File: src/rtl/ps2_pkg.sv
// Shared types and constants for the PS/2 scancode receiver.
package ps2_pkg;

  typedef enum logic [1:0] {
    IDLE,
    DATA,
    PARITY,
    STOP
  } ps2_state_e;

  // Bit positions inside the 32-bit status/data word
  localparam int unsigned VALID   = 31;
  localparam int unsigned OVF     = 30;
  localparam int unsigned PERR    = 29;
  localparam int unsigned FERR    = 28;
  localparam int unsigned CNT_LSB = 16;

  // start + 8 data + parity + stop
  localparam int unsigned FRAME_BITS = 11;

  function automatic logic odd_parity_ok(input logic [7:0] d, input logic p);
    return ^{d, p};
  endfunction

endpackage

File: src/rtl/ps2_byte_fifo.sv
// Synchronous byte FIFO; a push into a full FIFO is dropped unless a pop frees a slot that cycle.
module ps2_byte_fifo #(
  parameter int unsigned DEPTH = 8
) (
  input  logic       clk,
  input  logic       rst,
  input  logic       push,
  input  logic       pop,
  input  logic [7:0] din,
  output logic [7:0] head,
  output logic       empty,
  output logic [7:0] count,
  output logic       drop
);
  import ps2_pkg::*;

  localparam int unsigned AW = (DEPTH > 1) ? $clog2(DEPTH) : 1;

  logic [7:0]    mem [DEPTH];
  logic [AW-1:0] wr_ptr;
  logic [AW-1:0] rd_ptr;
  logic [AW:0]   cnt;
  logic          full;
  logic          do_push;
  logic          do_pop;

  assign full    = (cnt == (AW+1)'(DEPTH));
  assign empty   = (cnt == '0);
  assign do_pop  = pop && !empty;
  assign do_push = push && (!full || pop);
  assign drop    = push && full && !pop;
  assign head    = mem[rd_ptr];
  assign count   = 8'(cnt);

  always_ff @(posedge clk) begin
    if (do_push) mem[wr_ptr] <= din;
  end

  always_ff @(posedge clk or negedge rst) begin
    if (!rst) begin
      wr_ptr <= '0;
      rd_ptr <= '0;
      cnt    <= '0;
    end else begin
      if (do_push) wr_ptr <= wr_ptr + 1'b1;
      if (do_pop)  rd_ptr <= rd_ptr + 1'b1;
      case ({do_push, do_pop})
        2'b10:   cnt <= cnt + 1'b1;
        2'b01:   cnt <= cnt - 1'b1;
        default: cnt <= cnt;
      endcase
    end
  end

endmodule

File: src/rtl/ps2_scan_receiver.sv
// PS/2 device-to-host receiver: pin conditioning, frame FSM with timeout,
// sticky error flags and a scancode FIFO exposed as one status/data word.
module ps2_scan_receiver #(
  parameter int unsigned FIFO_DEPTH = 8,
  parameter int unsigned FILT       = 8,
  parameter int unsigned TIMEOUT    = 50000
) (
  input  logic        clk,
  input  logic        rst,
  input  logic        ps2clk,
  input  logic        ps2data,
  input  logic        pop,
  input  logic        clr,
  output logic [31:0] out,
  output logic        irq
);
  import ps2_pkg::*;

  localparam int unsigned FW        = $clog2(FILT + 1);
  localparam int unsigned TW        = $clog2(TIMEOUT + 1);
  localparam int unsigned DATA_BITS = FRAME_BITS - 3;

  logic [1:0]    clk_sync, dat_sync;
  logic          clk_filt, dat_filt;
  logic [FW-1:0] clk_fcnt, dat_fcnt;
  logic          fall;

  ps2_state_e    state_q, state_d;
  logic [2:0]    bit_cnt;
  logic [7:0]    shreg;
  logic          par_q;
  logic [TW-1:0] tcnt;
  logic          timeout;
  logic          push, perr_evt, ferr_evt;

  logic          ovf_q, perr_q, ferr_q;
  logic [7:0]    head, count;
  logic          empty, drop;

  always_ff @(posedge clk or negedge rst) begin
    if (!rst) begin
      clk_sync <= '1;
      dat_sync <= '1;
    end else begin
      clk_sync <= {clk_sync[0], ps2clk};
      dat_sync <= {dat_sync[0], ps2data};
    end
  end

  // Level follows the synchronised pin only after FILT consecutive differing samples
  always_ff @(posedge clk or negedge rst) begin
    if (!rst) begin
      clk_filt <= 1'b1;
      clk_fcnt <= '0;
      fall     <= 1'b0;
    end else begin
      fall <= 1'b0;
      if (clk_sync[1] == clk_filt) begin
        clk_fcnt <= '0;
      end else if (clk_fcnt == FW'(FILT - 1)) begin
        clk_filt <= clk_sync[1];
        clk_fcnt <= '0;
        fall     <= !clk_sync[1];
      end else begin
        clk_fcnt <= clk_fcnt + 1'b1;
      end
    end
  end

  always_ff @(posedge clk or negedge rst) begin
    if (!rst) begin
      dat_filt <= 1'b1;
      dat_fcnt <= '0;
    end else if (dat_sync[1] == dat_filt) begin
      dat_fcnt <= '0;
    end else if (dat_fcnt == FW'(FILT - 1)) begin
      dat_filt <= dat_sync[1];
      dat_fcnt <= '0;
    end else begin
      dat_fcnt <= dat_fcnt + 1'b1;
    end
  end

  assign timeout = (state_q != IDLE) && !fall && (tcnt == TW'(TIMEOUT - 1));

  always_comb begin
    state_d  = state_q;
    push     = 1'b0;
    perr_evt = 1'b0;
    ferr_evt = 1'b0;
    if (timeout) begin
      state_d  = IDLE;
      ferr_evt = 1'b1;
    end else if (fall) begin
      case (state_q)
        IDLE:   if (!dat_filt) state_d = DATA;
        DATA:   if (bit_cnt == 3'(DATA_BITS - 1)) state_d = PARITY;
        PARITY: state_d = STOP;
        STOP: begin
          state_d = IDLE;
          if (!dat_filt)                         ferr_evt = 1'b1;
          else if (!odd_parity_ok(shreg, par_q)) perr_evt = 1'b1;
          else                                   push     = 1'b1;
        end
        default: state_d = IDLE;
      endcase
    end
  end

  always_ff @(posedge clk or negedge rst) begin
    if (!rst) begin
      state_q <= IDLE;
      bit_cnt <= '0;
      shreg   <= '0;
      par_q   <= 1'b0;
      tcnt    <= '0;
    end else begin
      state_q <= state_d;
      if (fall || timeout)      tcnt <= '0;
      else if (state_q != IDLE) tcnt <= tcnt + 1'b1;
      if (fall && !timeout) begin
        case (state_q)
          IDLE:   bit_cnt <= '0;
          DATA: begin
            shreg   <= {dat_filt, shreg[7:1]};
            bit_cnt <= bit_cnt + 1'b1;
          end
          PARITY: par_q <= dat_filt;
          default: ;
        endcase
      end
    end
  end

  ps2_byte_fifo #(.DEPTH(FIFO_DEPTH)) u_fifo (
    .clk   (clk),
    .rst   (rst),
    .push  (push),
    .pop   (pop),
    .din   (shreg),
    .head  (head),
    .empty (empty),
    .count (count),
    .drop  (drop)
  );

  // A new error event takes priority over a coincident clear
  always_ff @(posedge clk or negedge rst) begin
    if (!rst) begin
      ovf_q  <= 1'b0;
      perr_q <= 1'b0;
      ferr_q <= 1'b0;
      irq    <= 1'b0;
    end else begin
      irq    <= push && !drop;
      ovf_q  <= drop     ? 1'b1 : (clr ? 1'b0 : ovf_q);
      perr_q <= perr_evt ? 1'b1 : (clr ? 1'b0 : perr_q);
      ferr_q <= ferr_evt ? 1'b1 : (clr ? 1'b0 : ferr_q);
    end
  end

  always_comb begin
    out              = '0;
    out[VALID]       = !empty;
    out[OVF]         = ovf_q;
    out[PERR]        = perr_q;
    out[FERR]        = ferr_q;
    out[CNT_LSB +: 8] = count;
    out[7:0]         = empty ? 8'h00 : head;
  end

endmodule
File: config.mk
export PLATFORM = sky130hd
export DESIGN_NAME = ps2_scan_receiver
export DESIGN_NICKNAME = d
export VERILOG_FILES = /design/src/rtl/ps2_pkg.sv /design/src/rtl/ps2_byte_fifo.sv /design/src/rtl/ps2_scan_receiver.sv
export SDC_FILE = /design/constraint.sdc
export NUM_CORES = 1
export LEC_CHECK = 0
export ABC_AREA = 1
export CORE_UTILIZATION = 40
export DETAILED_ROUTE_END_ITERATION = 6
export PLACE_DENSITY_LB_ADDON = 0.08
export SYNTH_ARGS = -nofsm -noshare
export SYNTH_HDL_FRONTEND = slang
export SYNTH_SLANG_ARGS = --single-unit
File: constraint.sdc
create_clock -name clk -period 2.4 [get_ports clk]
set_input_delay 0.72 -clock clk [delete_from_list [all_inputs] [get_ports clk]]
set_output_delay 0.72 -clock clk [all_outputs]
set_load 0.02 [all_outputs]
==> reports/qor.txt, run 1 <==
Seq pwr share: 32.8%
full die area: 0.0150 sq mm
HP Class: in -> async
share of cells above drive strength 1: 23.4%
IO Port Bufs: 22
Clock Skews: 0.00740 ns
gr ovfl total: 0
CTS root buffer: clkbuf_16
combinational power share: 32.6%
setup ws final: -0.0965 ns
Seq/Total Area, Yosys: 58.8%
Pint: 5.19 mW
Post-synth ARST share: 48.0%
routed len/inst: 14.8 um
Critical Path RT: 1.68 ns
CTS Sinks: 123
Buf/Inv on CP: 4
initial antenna violation count: 0
vias in the first global route: 4,112
Detail Placement HPWL: 8110 um
crit path DAT: 1.78 ns
reg2reg end: u_fifo.cnt[2]
TritonCTS clock tree: yes
CTS clk-pin slew, worst paths: 0.06 ns
Final Cycle Share: 104%
register bit total from synthesis: 123
R2R Setup Slk: 0.25 ns
Worst setup EP type: output pin
Synth Instances: 574
RSZ-0062 raised after global routing: true
Initial Utilization: 41.4%
cell total after placement: 798
P per Cell Area: 1050 mW/mm^2
hold-fix buffers at CTS: 0
Via density: 4.85
syn avg cell area: 10.1 sq um
antenna fix cells: 0
grt met1 use: 24.2%
grt peak-use layer: met2
GP Congestion: 0.783
total wire length: 12,400 um
Final Slew Violations: 0
global routing usage on met2: 29.4%
width of the die: 122 um
DRC viols: 0
top_reg_cell synth: edfxtp_1
min Tclk post-route: 2.50 ns
Reg2Reg Depth: 10
Layout Nets: 667
placed inst area: 0.00640 sq mm
final setup fails: 8
cell family with most CP delay: buffers and inverters
Most Frequent Cell on Critical Path: nor2_1
initial DRC count: 304
CTS Buffer Depth: 2
Final Hold Vio Count: 0
EDFF count, synth: 64
Non-Filler Instances: 839
num rows: 43
outcome: finished with violations
Finished Cell Area: 0.00721 sq mm
DR pass1 iterations: 5
NetSw: 2.36 mW
H-tree depth: 4
crit path launch type: register
Worst-Skew Late Latency: 0.41 ns
Slowest-stage cell, CP: dfrtp_2
first-pass GRT wire length: 20,600 um
Final ANT Viol Nets: 0
cells along the critical path: inv_4, buf_6, buf_4, nor2_1, o32ai_1, nor2_1, nor2_1, buf_4
total number of vias: 4,065
clock power share: 34.6%
met3 demand-to-capacity share in global routing: 4.55%
failing checks: negative setup slack
core outline area: 0.0140 sq mm
CTS buffer count: 17
reg-to-reg startpoint: dat_filt
max-cap violations: 0
Largest stage delay, worst path: 0.45 ns
area grow syn2layout: 24.5%
GRT Overall Usage: 18.4%
Crit Path Max Fanout: 7
Switching Fraction: 31.3%
fillers: 1,281
CP Class: reg -> out
f_max: 401 MHz
synth unique cells: 39
Ports: 39
total power: 7.55 mW
Netlist Area Pre-Place: 0.00579 sq mm
hold slack: 0.310 ns
Leak: 3.06 nW
die extent in y: 122 um
worst slack, placed: -0.193 ns
peak supply drop: 0.483 mV
crit path launch: u_fifo.rd_ptr[0]
largest net degree at the start of global routing: 60
Yosys warnings: 0
[power groups by stage]
stage	sequential [mW]	clock (mW)	combinational (mW)
floorplan	2.54	0	1.22
detailed placement	2.49	0	2.13
global placement	2.48	0	2.10
global route	2.49	2.76	2.72
finish	2.47	2.62	2.46
CTS	2.47	2.67	2.41
[cell families (layout without fill, tap and decap cells)]
family / after synthesis / in the layout / synth area share (%)
xor gates and xnor gates: 17 / 17 / 2.57
AOI/OAI and AO/OA: 81 / 81 / 8.36
muxes: 1 / 1 / 0.194
other: 1 / 16 / 0.0648
adders and majority gates: 15 / 15 / 3.24
and+or+nand+nor: 240 / 240 / 18.9
DFF: 123 / 123 / 58.8
buffers and inverters: 96 / 166 / 7.80
[through the flow]
stage	setup TNS, ns	utilization [%]
2_1_floorplan	0	-
3_3_place_gp	-1.24	45.8
3_5_place_dp	-1.73	45.8
4_1_cts	-0.703	51.2
5_1_grt	-1.45	51.5
6_report	-0.462	51.5
[final cells by class]
type | instances | area, sq um | share of cell area [%]
clock buffers | 18 | 429 | 5.95
clock inverters | 14 | 178 | 2.46
inverters | 63 | 246 | 3.42
multi-input cells | 370 | 2090 | 29.1
flip-flops and latches | 123 | 3410 | 47.3
well taps | 180 | 225 | 3.12
repair buffers | 71 | 629 | 8.73
[placed cells by master, fill, tap and decap left out, types with 12 or more instances in the layout]
master	n
inv_1	53
clkbuf_16	17
buf_4	48
a21oi_1	14
dfrtp_1	52
conb_1	16
clkdlybuf4s50_1	12
ha_1	14
nand3_1	16
nor2_1	97
o21ai_1	17
edfxtp_1	64
nand2_1	76
o21ai_0	26
[synth_stat cells, types with 2 or more instances]
library cell / count / area [sq um]
nor2_1: 103 / 387
nand2_1: 76 / 285
edfxtp_1: 64 / 1920
inv_1: 56 / 210
dfrtp_1: 53 / 1330
o21ai_0: 41 / 205
buf_4: 19 / 143
nand3_1: 16 / 80.1
o32ai_1: 16 / 140
ha_1: 15 / 188
a21oi_1: 14 / 70.1
xor2_1: 10 / 87.6
nand2_2: 8 / 50.1
clkbuf_1: 7 / 26.3
nand4_1: 7 / 43.8
xnor2_1: 7 / 61.3
buf_2: 6 / 30.0
dfstp_2: 6 / 158
inv_2: 6 / 22.5
nor3_1: 6 / 30.0
nand3_2: 5 / 50.1
nor2_2: 4 / 25.0
nor3_2: 4 / 40.0
nor3b_1: 3 / 22.5
o21ai_1: 3 / 15.0
o21ai_2: 3 / 26.3
nand2_4: 2 / 22.5
nand4_2: 2 / 25.0
nor2_4: 2 / 22.5
[state kept, by name, summed over array words and instances, names as in the netlist]
name	flops
bit_cnt	3
clk_fcnt	4
clk_filt	1
clk_sync	2
dat_fcnt	4
dat_filt	1
dat_sync	2
fall	1
ferr_q	1
irq	1
ovf_q	1
par_q	1
perr_q	1
shreg	8
state_q	2
tcnt	16
u_fifo.cnt	4
u_fifo.mem	64
u_fifo.rd_ptr	3
u_fifo.wr_ptr	3
[repair_timing]
item / CTS / global route
gates resized for setup: 78 / 17
pin swaps: 5 / 5
cloned: 2 / 0
endpoints found under the setup margin: 9 / 10
buffers inserted: 7 / 0
[routing by layer]
metal / vias to the layer above / routed length [um]
li1: 2034 / -
met5: - / 0
met4: 0 / 139
met3: 9 / 388
met1: 1946 / 5940
met2: 76 / 5920
[worst max-delay path by stage]
stage / to / cells after the start / slack, ns
final: out[1] / 8 / -0.1
after global routing: out[1] / 8 / -0.21
after CTS: out[0] / 7 / -0.11
after detailed placement: out[0] / 7 / -0.19
after global placement: u_fifo.cnt[2] / 11 / -0.18
after floorplan: u_fifo.cnt[2] / 10 / 0.19
Note: power is estimated with default switching activity, not from simulation.
==> inputs of run 2 (changes only) <==
CTS_CLUSTER_DIAMETER = 150   (was unset)
==> results of run 2 <==
Final layout, timing and power as in run 1 (identical DEF).
